--- config.mk ---
export PLATFORM = sky130hd
export DESIGN_NAME = uart_tx_path
export DESIGN_NICKNAME = d
export VERILOG_FILES = /design/src/rtl/uart_tx_path.sv
export SDC_FILE = /design/constraint.sdc
export NUM_CORES = 1
export LEC_CHECK = 0
export ABC_AREA = 1
export CELL_PAD_IN_SITES_DETAIL_PLACEMENT = 0
export CELL_PAD_IN_SITES_GLOBAL_PLACEMENT = 2
export CORE_MARGIN = 10
export CORE_UTILIZATION = 35
export CTS_CLUSTER_SIZE = 14
export DETAILED_ROUTE_END_ITERATION = 8
export PLACE_DENSITY = 0.79
export SYNTH_ARGS = -nofsm -noshare
export SYNTH_HDL_FRONTEND = slang
export SYNTH_SLANG_ARGS = --single-unit
--- constraint.sdc ---
create_clock -name clk -period 4.3 [get_ports clk]
set_clock_uncertainty 0.15 [all_clocks]
set_input_delay 0.43 -clock clk [delete_from_list [all_inputs] [get_ports clk]]
set_output_delay 0.43 -clock clk [all_outputs]
set_load 0.005 [all_outputs]
--- src/rtl/uart_tx_path.sv ---
// UART transmit path: byte FIFO feeding a start/data/parity/stop/gap serializer.
// Frame configuration is captured when a byte is popped, so mid-frame edits apply to the next frame.
module uart_tx_path #(
    parameter int DEPTH = 16,
    parameter int AW    = 4
) (
    input  logic          clk,
    input  logic          rstn,
    input  logic [7:0]    tx_data,
    input  logic          tx_fifo_wr_en,
    input  logic          tx_fifo_rst,
    input  logic [9:0]    baud_div,
    input  logic          check,
    input  logic          parity,
    input  logic          stop_bit,
    input  logic [3:0]    two_tx_delay,
    output logic          uart_tx_o,
    output logic          tx_fifo_wfull,
    output logic [AW:0]   tx_fifo_cnt,
    output logic          tx_busy
);

    typedef enum logic [2:0] {
        IDLE,
        START,
        DATA,
        PAR,
        STOP1,
        STOP2,
        GAP
    } state_t;

    localparam logic [AW:0]   CNT_ONE  = (AW+1)'(1);
    localparam logic [AW:0]   CNT_FULL = (AW+1)'(DEPTH);
    localparam logic [AW-1:0] PTR_ONE  = AW'(1);

    // FIFO storage and bookkeeping
    logic [7:0]    mem [DEPTH];
    logic [AW-1:0] wptr_reg;
    logic [AW-1:0] rptr_reg;
    logic [AW:0]   cnt_reg;
    logic [AW:0]   cnt_next;
    logic          wfull_reg;
    logic          wr_accept;
    logic          pop;

    // Serializer state
    state_t        state_reg;
    logic [9:0]    bcnt_reg;
    logic [9:0]    div_reg;
    logic [2:0]    idx_reg;
    logic [3:0]    gcnt_reg;
    logic [3:0]    gap_reg;
    logic          check_reg;
    logic          parity_reg;
    logic          stop_reg;
    logic [7:0]    shreg_reg;
    logic          line_reg;
    logic          bit_end;
    logic [7:0]    par_chain;
    logic          par_bit;

    assign wr_accept = tx_fifo_wr_en && !wfull_reg && !tx_fifo_rst;
    assign pop       = (state_reg == IDLE) && (cnt_reg != '0) && !tx_fifo_rst;

    always_comb begin
        cnt_next = cnt_reg;
        case ({wr_accept, pop})
            2'b10:   cnt_next = cnt_reg + CNT_ONE;
            2'b01:   cnt_next = cnt_reg - CNT_ONE;
            default: cnt_next = cnt_reg;
        endcase
    end

    always_ff @(posedge clk or negedge rstn) begin
        if (!rstn) begin
            wptr_reg  <= '0;
            rptr_reg  <= '0;
            cnt_reg   <= '0;
            wfull_reg <= 1'b0;
        end else if (tx_fifo_rst) begin
            wptr_reg  <= '0;
            rptr_reg  <= '0;
            cnt_reg   <= '0;
            wfull_reg <= 1'b0;
        end else begin
            if (wr_accept) begin
                wptr_reg <= wptr_reg + PTR_ONE;
            end
            if (pop) begin
                rptr_reg <= rptr_reg + PTR_ONE;
            end
            cnt_reg   <= cnt_next;
            wfull_reg <= (cnt_next == CNT_FULL);
        end
    end

    always_ff @(posedge clk) begin
        if (wr_accept) begin
            mem[wptr_reg] <= tx_data;
        end
    end

    // Running XOR over the held byte; the last stage is the even-parity bit.
    assign par_chain[0] = shreg_reg[0];
    generate
        for (genvar gi = 1; gi < 8; gi++) begin : g_par
            assign par_chain[gi] = par_chain[gi-1] ^ shreg_reg[gi];
        end
    endgenerate

    assign par_bit = parity_reg ? ~par_chain[7] : par_chain[7];
    assign bit_end = (bcnt_reg == div_reg - 10'd1);

    // The line register is loaded with the level of the state being entered,
    // so each bit is exactly div_reg cycles and the output never glitches.
    always_ff @(posedge clk or negedge rstn) begin
        if (!rstn) begin
            state_reg  <= IDLE;
            bcnt_reg   <= '0;
            div_reg    <= 10'd1;
            idx_reg    <= '0;
            gcnt_reg   <= '0;
            gap_reg    <= '0;
            check_reg  <= 1'b0;
            parity_reg <= 1'b0;
            stop_reg   <= 1'b0;
            shreg_reg  <= '0;
            line_reg   <= 1'b1;
        end else begin
            bcnt_reg <= ((state_reg == IDLE) || bit_end) ? 10'd0 : bcnt_reg + 10'd1;
            case (state_reg)
                IDLE: begin
                    if (pop) begin
                        shreg_reg  <= mem[rptr_reg];
                        div_reg    <= (baud_div == 10'd0) ? 10'd1 : baud_div;
                        check_reg  <= check;
                        parity_reg <= parity;
                        stop_reg   <= stop_bit;
                        gap_reg    <= two_tx_delay;
                        state_reg  <= START;
                        line_reg   <= 1'b0;
                    end
                end
                START: begin
                    if (bit_end) begin
                        state_reg <= DATA;
                        idx_reg   <= '0;
                        line_reg  <= shreg_reg[0];
                    end
                end
                DATA: begin
                    if (bit_end) begin
                        if (idx_reg == 3'd7) begin
                            if (check_reg) begin
                                state_reg <= PAR;
                                line_reg  <= par_bit;
                            end else begin
                                state_reg <= STOP1;
                                line_reg  <= 1'b1;
                            end
                        end else begin
                            idx_reg  <= idx_reg + 3'd1;
                            line_reg <= shreg_reg[idx_reg + 3'd1];
                        end
                    end
                end
                PAR: begin
                    if (bit_end) begin
                        state_reg <= STOP1;
                        line_reg  <= 1'b1;
                    end
                end
                STOP1: begin
                    if (bit_end) begin
                        if (stop_reg) begin
                            state_reg <= STOP2;
                        end else if (gap_reg != 4'd0) begin
                            state_reg <= GAP;
                            gcnt_reg  <= '0;
                        end else begin
                            state_reg <= IDLE;
                        end
                    end
                end
                STOP2: begin
                    if (bit_end) begin
                        if (gap_reg != 4'd0) begin
                            state_reg <= GAP;
                            gcnt_reg  <= '0;
                        end else begin
                            state_reg <= IDLE;
                        end
                    end
                end
                GAP: begin
                    if (bit_end) begin
                        if (gcnt_reg == gap_reg - 4'd1) begin
                            state_reg <= IDLE;
                        end else begin
                            gcnt_reg <= gcnt_reg + 4'd1;
                        end
                    end
                end
                default: begin
                    state_reg <= IDLE;
                    line_reg  <= 1'b1;
                end
            endcase
        end
    end

    assign uart_tx_o     = line_reg;
    assign tx_fifo_wfull = wfull_reg;
    assign tx_fifo_cnt   = cnt_reg;
    assign tx_busy       = (state_reg != IDLE);

endmodule
==> impl_metrics.toml, run 1 <==
[min_path]
hold_path_class = "reg2reg"

[layout]
syn_to_final_growth_pct = 15.4
drive_above_1_share = 0.0978
antenna_cells = 0
utilization = 0.413
fin_nets = 939
mostFrequentLayoutCells = "nand2_1, edfxtp_1, nor2_1"
final_common_cell = "nand2_1"
largest_reg_flops = 128
fin_area_um2 = 10100

[sta]
timing.final.crit_share = 0.601
fmax_mhz = 387
hold_slack_ps = 321
rsz0062_at_grt = "false"
max-slew-margin-rel = 0.269
maxSlewViolCount = 0
fin_tns_setup_ps = 0
final_hold_viol_count = 0
worstMarginPinSlew_ps = 1100
setup_viol = 0
fin_crit_ps = 2580

[detailed_routing]
drt_iter0_markers = 298
wl_per_cell_um = 17.0
via_per_inst = 4.92
drc = 0
wirelength_um = 21000
vias = 6072
first_pass_iters = 5
ant_nets = 0

[logic_synthesis]
synth_area_um2 = 8720
syn-num-nets = 901
synth.avg_cell_area_um2 = 10.2
synth_seq_area_share = 0.613
synth_edf_count = 128
syn_inst = 859
ys_seq_elements = 188
synth.distinct_cells = 45
async_flop_share = 0.319
synthFlopType = "edfxtp_1"
yosysWarnings = 0

[power_and_ir_drop]
ir_worst_vdd_v = 0.000289
leakage_nw = 3.92
power_density_nw_per_um2 = 586
power_mw = 5.90

[critical_path]
path_class = "in2reg"
start_kind = "input pin"
end_kind = "register"
worstPathArrival_ps = 2760
critPathRequiredTime_ps = 4480
worstPathMaxFanout = 12

[die]
dieArea_um2 = 31600
die_w_um = 178
core_region_area_um2 = 24400
fp.dieH_um = 178
placementRows = 57
ios = 37
start_util = 0.358

[grt]
grt_overflow_total = 0
antenna_found_initial = 0
grt_pass1_wl_um = 33700
grt_max_degree = 67
gr-usage-all-layers = 0.137
grt_pass1_vias = 6034

[clock_tree]
cts_setup_buffers = 0
clock_path_buffers = 2
clock_sinks = 188
htreeDepth = 4
worstSkewPairLatency_ps = 440
cts_made_buffers = 17
clk_pin_slew_ps = 80
root_buffer = "clkbuf_16"
cts_tree = "done"

[placed_design]
post_dp_cell_area_um2 = 9460
routabilityCongestion = 0.833
port_buffers = 36
dp_hpwl_um = 13900

[outcome]
status = "finished clean"

[job]
cap_violations = 0
cells by family after synthesis:
kind of cell               share of synthesized area
and+or+nand+nor                                0.187
DFF                                            0.613
AOI/OAI and AO/OA                              0.110
buffers and inverters                         0.0423
xor gates and xnor gates                      0.0281
adders and majority gates                     0.0186
critical path: stages:
cell and delay [ps]:
clkdlybuf4s50_1 680, a21oi_2 430, nand3_4 150, nand2_1 80
nand2_1 80, ha_1 190, nor2_1 190, nand3b_1 140
nand3_1 70, o21ai_1 110, nor2_1 70, nand3_1 80
nor2_1 50
metal layers:
layer  up-vias  global-route usage  part of all wire
met4         0              0.0465             0.017
met1      2896               0.176              0.46
met5         -                   0                 0
li1       3030                   -                 -
met3        30              0.0263             0.041
met2       116               0.227              0.49
stage by stage:
step / setup slack (ps) / std cells
after floorplan: 1900 / 859
after global placement: 1370 / 1201
after detailed placement: 1300 / 1201
after CTS: 1710 / 1234
after global routing: 1460 / 1234
final: 1720 / 1234
cells in the mapped netlist (13+ instances only):
cell / count / area [um2]
nand2_1: 144 / 541
edfxtp_1: 128 / 3840
nor2_1: 127 / 477
o21ai_0: 98 / 490
dfrtp_1: 58 / 1450
inv_1: 55 / 206
o22ai_1: 41 / 257
nand3_1: 31 / 155
clkbuf_1: 19 / 71.3
xor2_1: 15 / 131
nor3_1: 14 / 70.1
ha_1: 13 / 163
xnor2_1: 13 / 114
worst paths after layout:
path,slack [ps],startpoint,to,cells past startpoint
min,320,uart_tx_o,uart_tx_o,2
min in group asynchronous,450,rstn,bcnt_reg[2],2
min reg2reg,320,uart_tx_o,uart_tx_o,2
max,1720,tx_fifo_rst,tx_fifo_wfull,13
max reg2reg,1780,rptr_reg[1],shreg_reg[4],7
max in group asynchronous,2620,rstn,uart_tx_o,3
layout make-up:
type | instances | area (um2)
Clock buffer | 18 | 429
Clock inverter | 14 | 175
Fill cell | 2393 | 14300
Inverter | 64 | 245
Multi-Input combinational cell | 577 | 3010
Sequential cell | 188 | 5350
Tap cell | 324 | 405
Timing Repair Buffer | 49 | 455
power breakdown:
group | total (mW) | switching [mW] | internal, mW
clock | 1.61 | 0.777 | 0.836
combinational | 1.95 | 1.25 | 0.700
sequential | 2.34 | 0.198 | 2.14
total | 5.90 | 2.22 | 3.68
repair_timing:
action / 4_1_cts / 5_1_grt
hold endpoints to repair: 31 / 0
resized for setup: 0 / 0
hold buffers: 1 / 0
No activity file was read; power rests on OpenSTA's default activity.
==> run 2, diff against run 1 <==
clock period = 2.65 ns   (was 4.3 ns; I/O delays follow)
==> impl_metrics.toml, run 2 (synthesized netlist as in run 1, its figures left out) <==
[outcome]
status = "finished clean"

[power_and_ir_drop]
leakage_nw = 4.07
ir_worst_vdd_v = 0.000388
power_density_nw_per_um2 = 956

[layout]
largest_reg_flops = 128
fillers = 2396
syn_to_final_growth_pct = 18.2
antenna_cells = 0
drive_above_1_share = 0.119
multi_input_area_um2 = 3010
ff_latch_area_um2 = 5350
final_common_cell = "nand2_1"
fin_nets = 960
mostFrequentLayoutCells = "nand2_1, edfxtp_1, nor2_1"
utilization = 0.423

[die]
die_w_um = 178
start_util = 0.358
core_region_area_um2 = 24400
ios = 37
fp.dieH_um = 178
placementRows = 57
dieArea_um2 = 31600

[clock_tree]
clock_sinks = 188
clock_path_buffers = 2
cts_made_buffers = 17
root_buffer = "clkbuf_16"
htreeDepth = 4
cts_setup_buffers = 0
cts_tree = "done"
worstSkewPairLatency_ps = 450
clk_pin_slew_ps = 80

[sta]
final_hold_viol_count = 0
setup_viol = 0
timing.final.crit_share = 0.879
worstMarginPinSlew_ps = 606
rsz0062_at_grt = "false"
fin_crit_ps = 2330
fmax_mhz = 429
max-slew-margin-rel = 0.595
maxSlewViolCount = 0
fin_tns_setup_ps = 0

[min_path]
hold_path_class = "in2async"

[grt]
antenna_found_initial = 0
grt_overflow_total = 0
gr-usage-all-layers = 0.135
grt_pass1_wl_um = 33500
grt_max_degree = 67
grt_pass1_vias = 6071

[detailed_routing]
via_per_inst = 4.92
wirelength_um = 20600
wl_per_cell_um = 16.4
vias = 6172
first_pass_iters = 4
drc = 0
ant_nets = 0
drt_iter0_markers = 359

[critical_path]
crit_path_frequent_cell = "nand2_1"
crit_slowest_cell = "dfrtp_1"
critPathRequiredTime_ps = 2830
critical-path-max-stage-delay_ps = 410
worstPathMaxFanout = 39
path_cells = "inv_2, nand2_2, nor2_4, nand2_2, nor2_2, buf_4, nor2_1, clkinv_1, nand2_1, nor2_2, nand3_4, nand2_1, nand2_1"
worstPathArrival_ps = 2510
start_kind = "register"
path_class = "reg2reg"
end_kind = "register"

[placed_design]
port_buffers = 36
dp_hpwl_um = 13800
routabilityCongestion = 0.787

[job]
cap_violations = 0
run 2: changes by cell type in the layout (fill, tap and decap cells not counted), sizes merged:
cell / change
clkinv: -4
bufinv: -1
clkinvlp: -1
inv: +7
clkbuf: -1
buf: +21
run 2: worst paths after layout:
check / from / endpoint / slack, ps / cells past startpoint
worst min register to register: uart_tx_o / uart_tx_o / 320 / 2
worst min-delay path: rstn / div_reg[4] / 20 / 2
worst max-delay path: state_reg[0] / state_reg[2] / 320 / 13
worst max register to register: state_reg[0] / state_reg[2] / 320 / 13
min in group clk: parity / parity_reg / 230 / 3
max in group asynchronous: rstn / uart_tx_o / 1610 / 3
run 2: timing repair:
| action | 4_1_cts | 5_1_grt |
|---|---|---|
| resized for setup | 0 | 0 |
| hold buffers | 1 | 0 |
| endpoints found under the hold margin | 58 | 0 |
run 2: area by class of cell:
class | count | share of cell area
sequential | 188 | 0.519
multi-input combinational | 577 | 0.292
timing repair buffer | 70 | 0.0619
clock buffer | 17 | 0.0413
tap | 324 | 0.0393
inverter | 64 | 0.0238
clock inverter | 15 | 0.0233
run 2: worst max-delay path, delay by kind of cell (launching register included):
kind / cells / cell delay (ps)
AND/OR/NAND/NOR: 10 / 1110
flip-flops: 1 / 410
buffers and inverters: 3 / 550
run 2: stage by stage:
stage          setup slack, ps  power [mW]  hold WS, ps  std cells  instance area, um2
6_report                   320        9.86         22.2       1255               10300
4_1_cts                    254        9.99         3.04       1255               10300
3_3_place_gp               249        7.11        -64.0       1222                9630
5_1_grt                   76.5        10.6         37.3       1255               10300
3_5_place_dp               219        7.12        -56.0       1222                9630
2_1_floorplan              245        6.13         -181        859                8720
run 2: report_power, final:
part           switching [mW]  internal, mW  total [mW]
combinational            2.03          1.21        3.24
sequential              0.300          3.47        3.77
clock                    1.47          1.38        2.85
run 2: metal layers:
| metal | up-vias | global-route usage | share of wire |
|---|---|---|---|
| met2 | 105 | 0.227 | 0.49 |
| met3 | 16 | 0.0257 | 0.035 |
| met4 | 0 | 0.0386 | 0.011 |
| met5 | - | 0 | 0 |
| li1 | 3082 | - | - |
| met1 | 2969 | 0.173 | 0.46 |
==> run 3, diff against run 2 <==
CORE_UTILIZATION = 27   (was 35)
PLACE_DENSITY = 0.65   (was 0.79)
==> impl_metrics.toml, run 3 (synthesized netlist as in run 1, its figures left out) <==
[outcome]
status = "finished clean"

[die]
start_util = 0.275
ios = 37
core_region_area_um2 = 31700
die_w_um = 200
dieArea_um2 = 39900
placementRows = 65
fp.dieH_um = 200

[placed_design]
post_dp_cell_area_um2 = 9750
dp_hpwl_um = 14500
port_buffers = 36
routabilityCongestion = 0.742
dpl_worst_slack_ps = 227

[grt]
grt_overflow_total = 0
grt_pass1_vias = 6208
gr-usage-all-layers = 0.113
antenna_found_initial = 0
grt_max_degree = 67
grt_pass1_wl_um = 34800

[detailed_routing]
drc = 0
ant_nets = 0
vias = 6071
drt_iter0_markers = 353
wl_per_cell_um = 16.1
wirelength_um = 21400
via_per_inst = 4.55
first_pass_iters = 4

[critical_path]
end_kind = "output port"
critical-path-max-stage-delay_ps = 510
critPathRequiredTime_ps = 2240
worstPathMaxFanout = 7
critPathTopFamily = "buffers and inverters"
path_class = "reg2out"
worst-path-buf-inv = 3
path_cells = "inv_2, nand2_2, nor2_4, inv_1, clkdlybuf4s50_1"
crit_slowest_cell = "clkdlybuf4s50_1"
start_kind = "register"
worstPathArrival_ps = 1930

[power_and_ir_drop]
ir_worst_vdd_v = 0.000513
power_density_nw_per_um2 = 921
leakage_nw = 4.02
power_mw = 9.51

[sta]
timing.final.crit_share = 0.887
fin_tns_setup_ps = 0
rsz0062_at_grt = "false"
setup_viol = 0
maxSlewViolCount = 0
max-slew-margin-rel = 0.585
fmax_mhz = 426
fin_crit_ps = 2350
worstMarginPinSlew_ps = 620
setup_ws_ps = 300
final_hold_viol_count = 0

[layout]
fillers = 3293
fin_area_um2 = 10300
mostFrequentLayoutCells = "nand2_1, edfxtp_1, nor2_1"
multi_input_area_um2 = 3010
drive_above_1_share = 0.118
syn_to_final_growth_pct = 18.3
ff_latch_area_um2 = 5350
fin_nets = 961
utilization = 0.325
final_common_cell = "nand2_1"
largest_reg_flops = 128
antenna_cells = 0

[min_path]
hold_path_class = "in2async"

[job]
cap_violations = 0

[clock_tree]
htreeDepth = 4
cts_tree = "done"
worstSkewPairLatency_ps = 440
clock_sinks = 188
clock_path_buffers = 2
cts_made_buffers = 17
clk_pin_slew_ps = 70
root_buffer = "clkbuf_16"
cts_setup_buffers = 0
-- run 3: path summary, 6_finish.rpt --
kind                                 start          end  slack, ps  cells past startpoint
max in group asynchronous             rstn    uart_tx_o       1610                      3
hold reg to reg                  uart_tx_o    uart_tx_o        320                      2
hold / removal                        rstn   div_reg[1]         20                      2
setup reg to reg                div_reg[0]  gcnt_reg[0]        300                     14
min in group clk           two_tx_delay[3]   gap_reg[3]        240                      3
setup / recovery              state_reg[1]      tx_busy        300                      5
-- run 3: metal layers --
layer / track usage / vias to the layer above / share of wire
li1: - / 3072 / -
met1: 0.148 / 2924 / 0.49
met2: 0.186 / 61 / 0.47
met3: 0.0224 / 14 / 0.028
met4: 0.0303 / 0 / 0.0095
met5: 0 / - / 0
-- run 3: area by class of cell --
| type | instances | share of cell area |
|---|---|---|
| Clock buffer | 19 | 0.0419 |
| Clock inverter | 13 | 0.0121 |
| Inverter | 64 | 0.0238 |
| Multi-Input combinational cell | 577 | 0.291 |
| Sequential cell | 188 | 0.518 |
| Tap cell | 402 | 0.0487 |
| Timing Repair Buffer | 71 | 0.0638 |
-- run 3: timing repair --
| action | 4_1_cts | 5_1_grt |
|---|---|---|
| hold buffers | 1 | 0 |
| resized for setup | 0 | 0 |
| hold endpoints to repair | 58 | 0 |
-- run 3: per-stage QoR --
step                      cells  hold WS (ps)
after detailed placement   1301         -62.7
after CTS                  1334          1.47
final                      1334          17.0
after global routing       1334          13.0
after global placement     1301         -62.1
after floorplan             859          -181
-- run 3: power by group --
group          switching, mW  internal [mW]
registers              0.324           3.47
logic                   2.04           1.21
clock network           1.21           1.25
total                   3.58           5.93
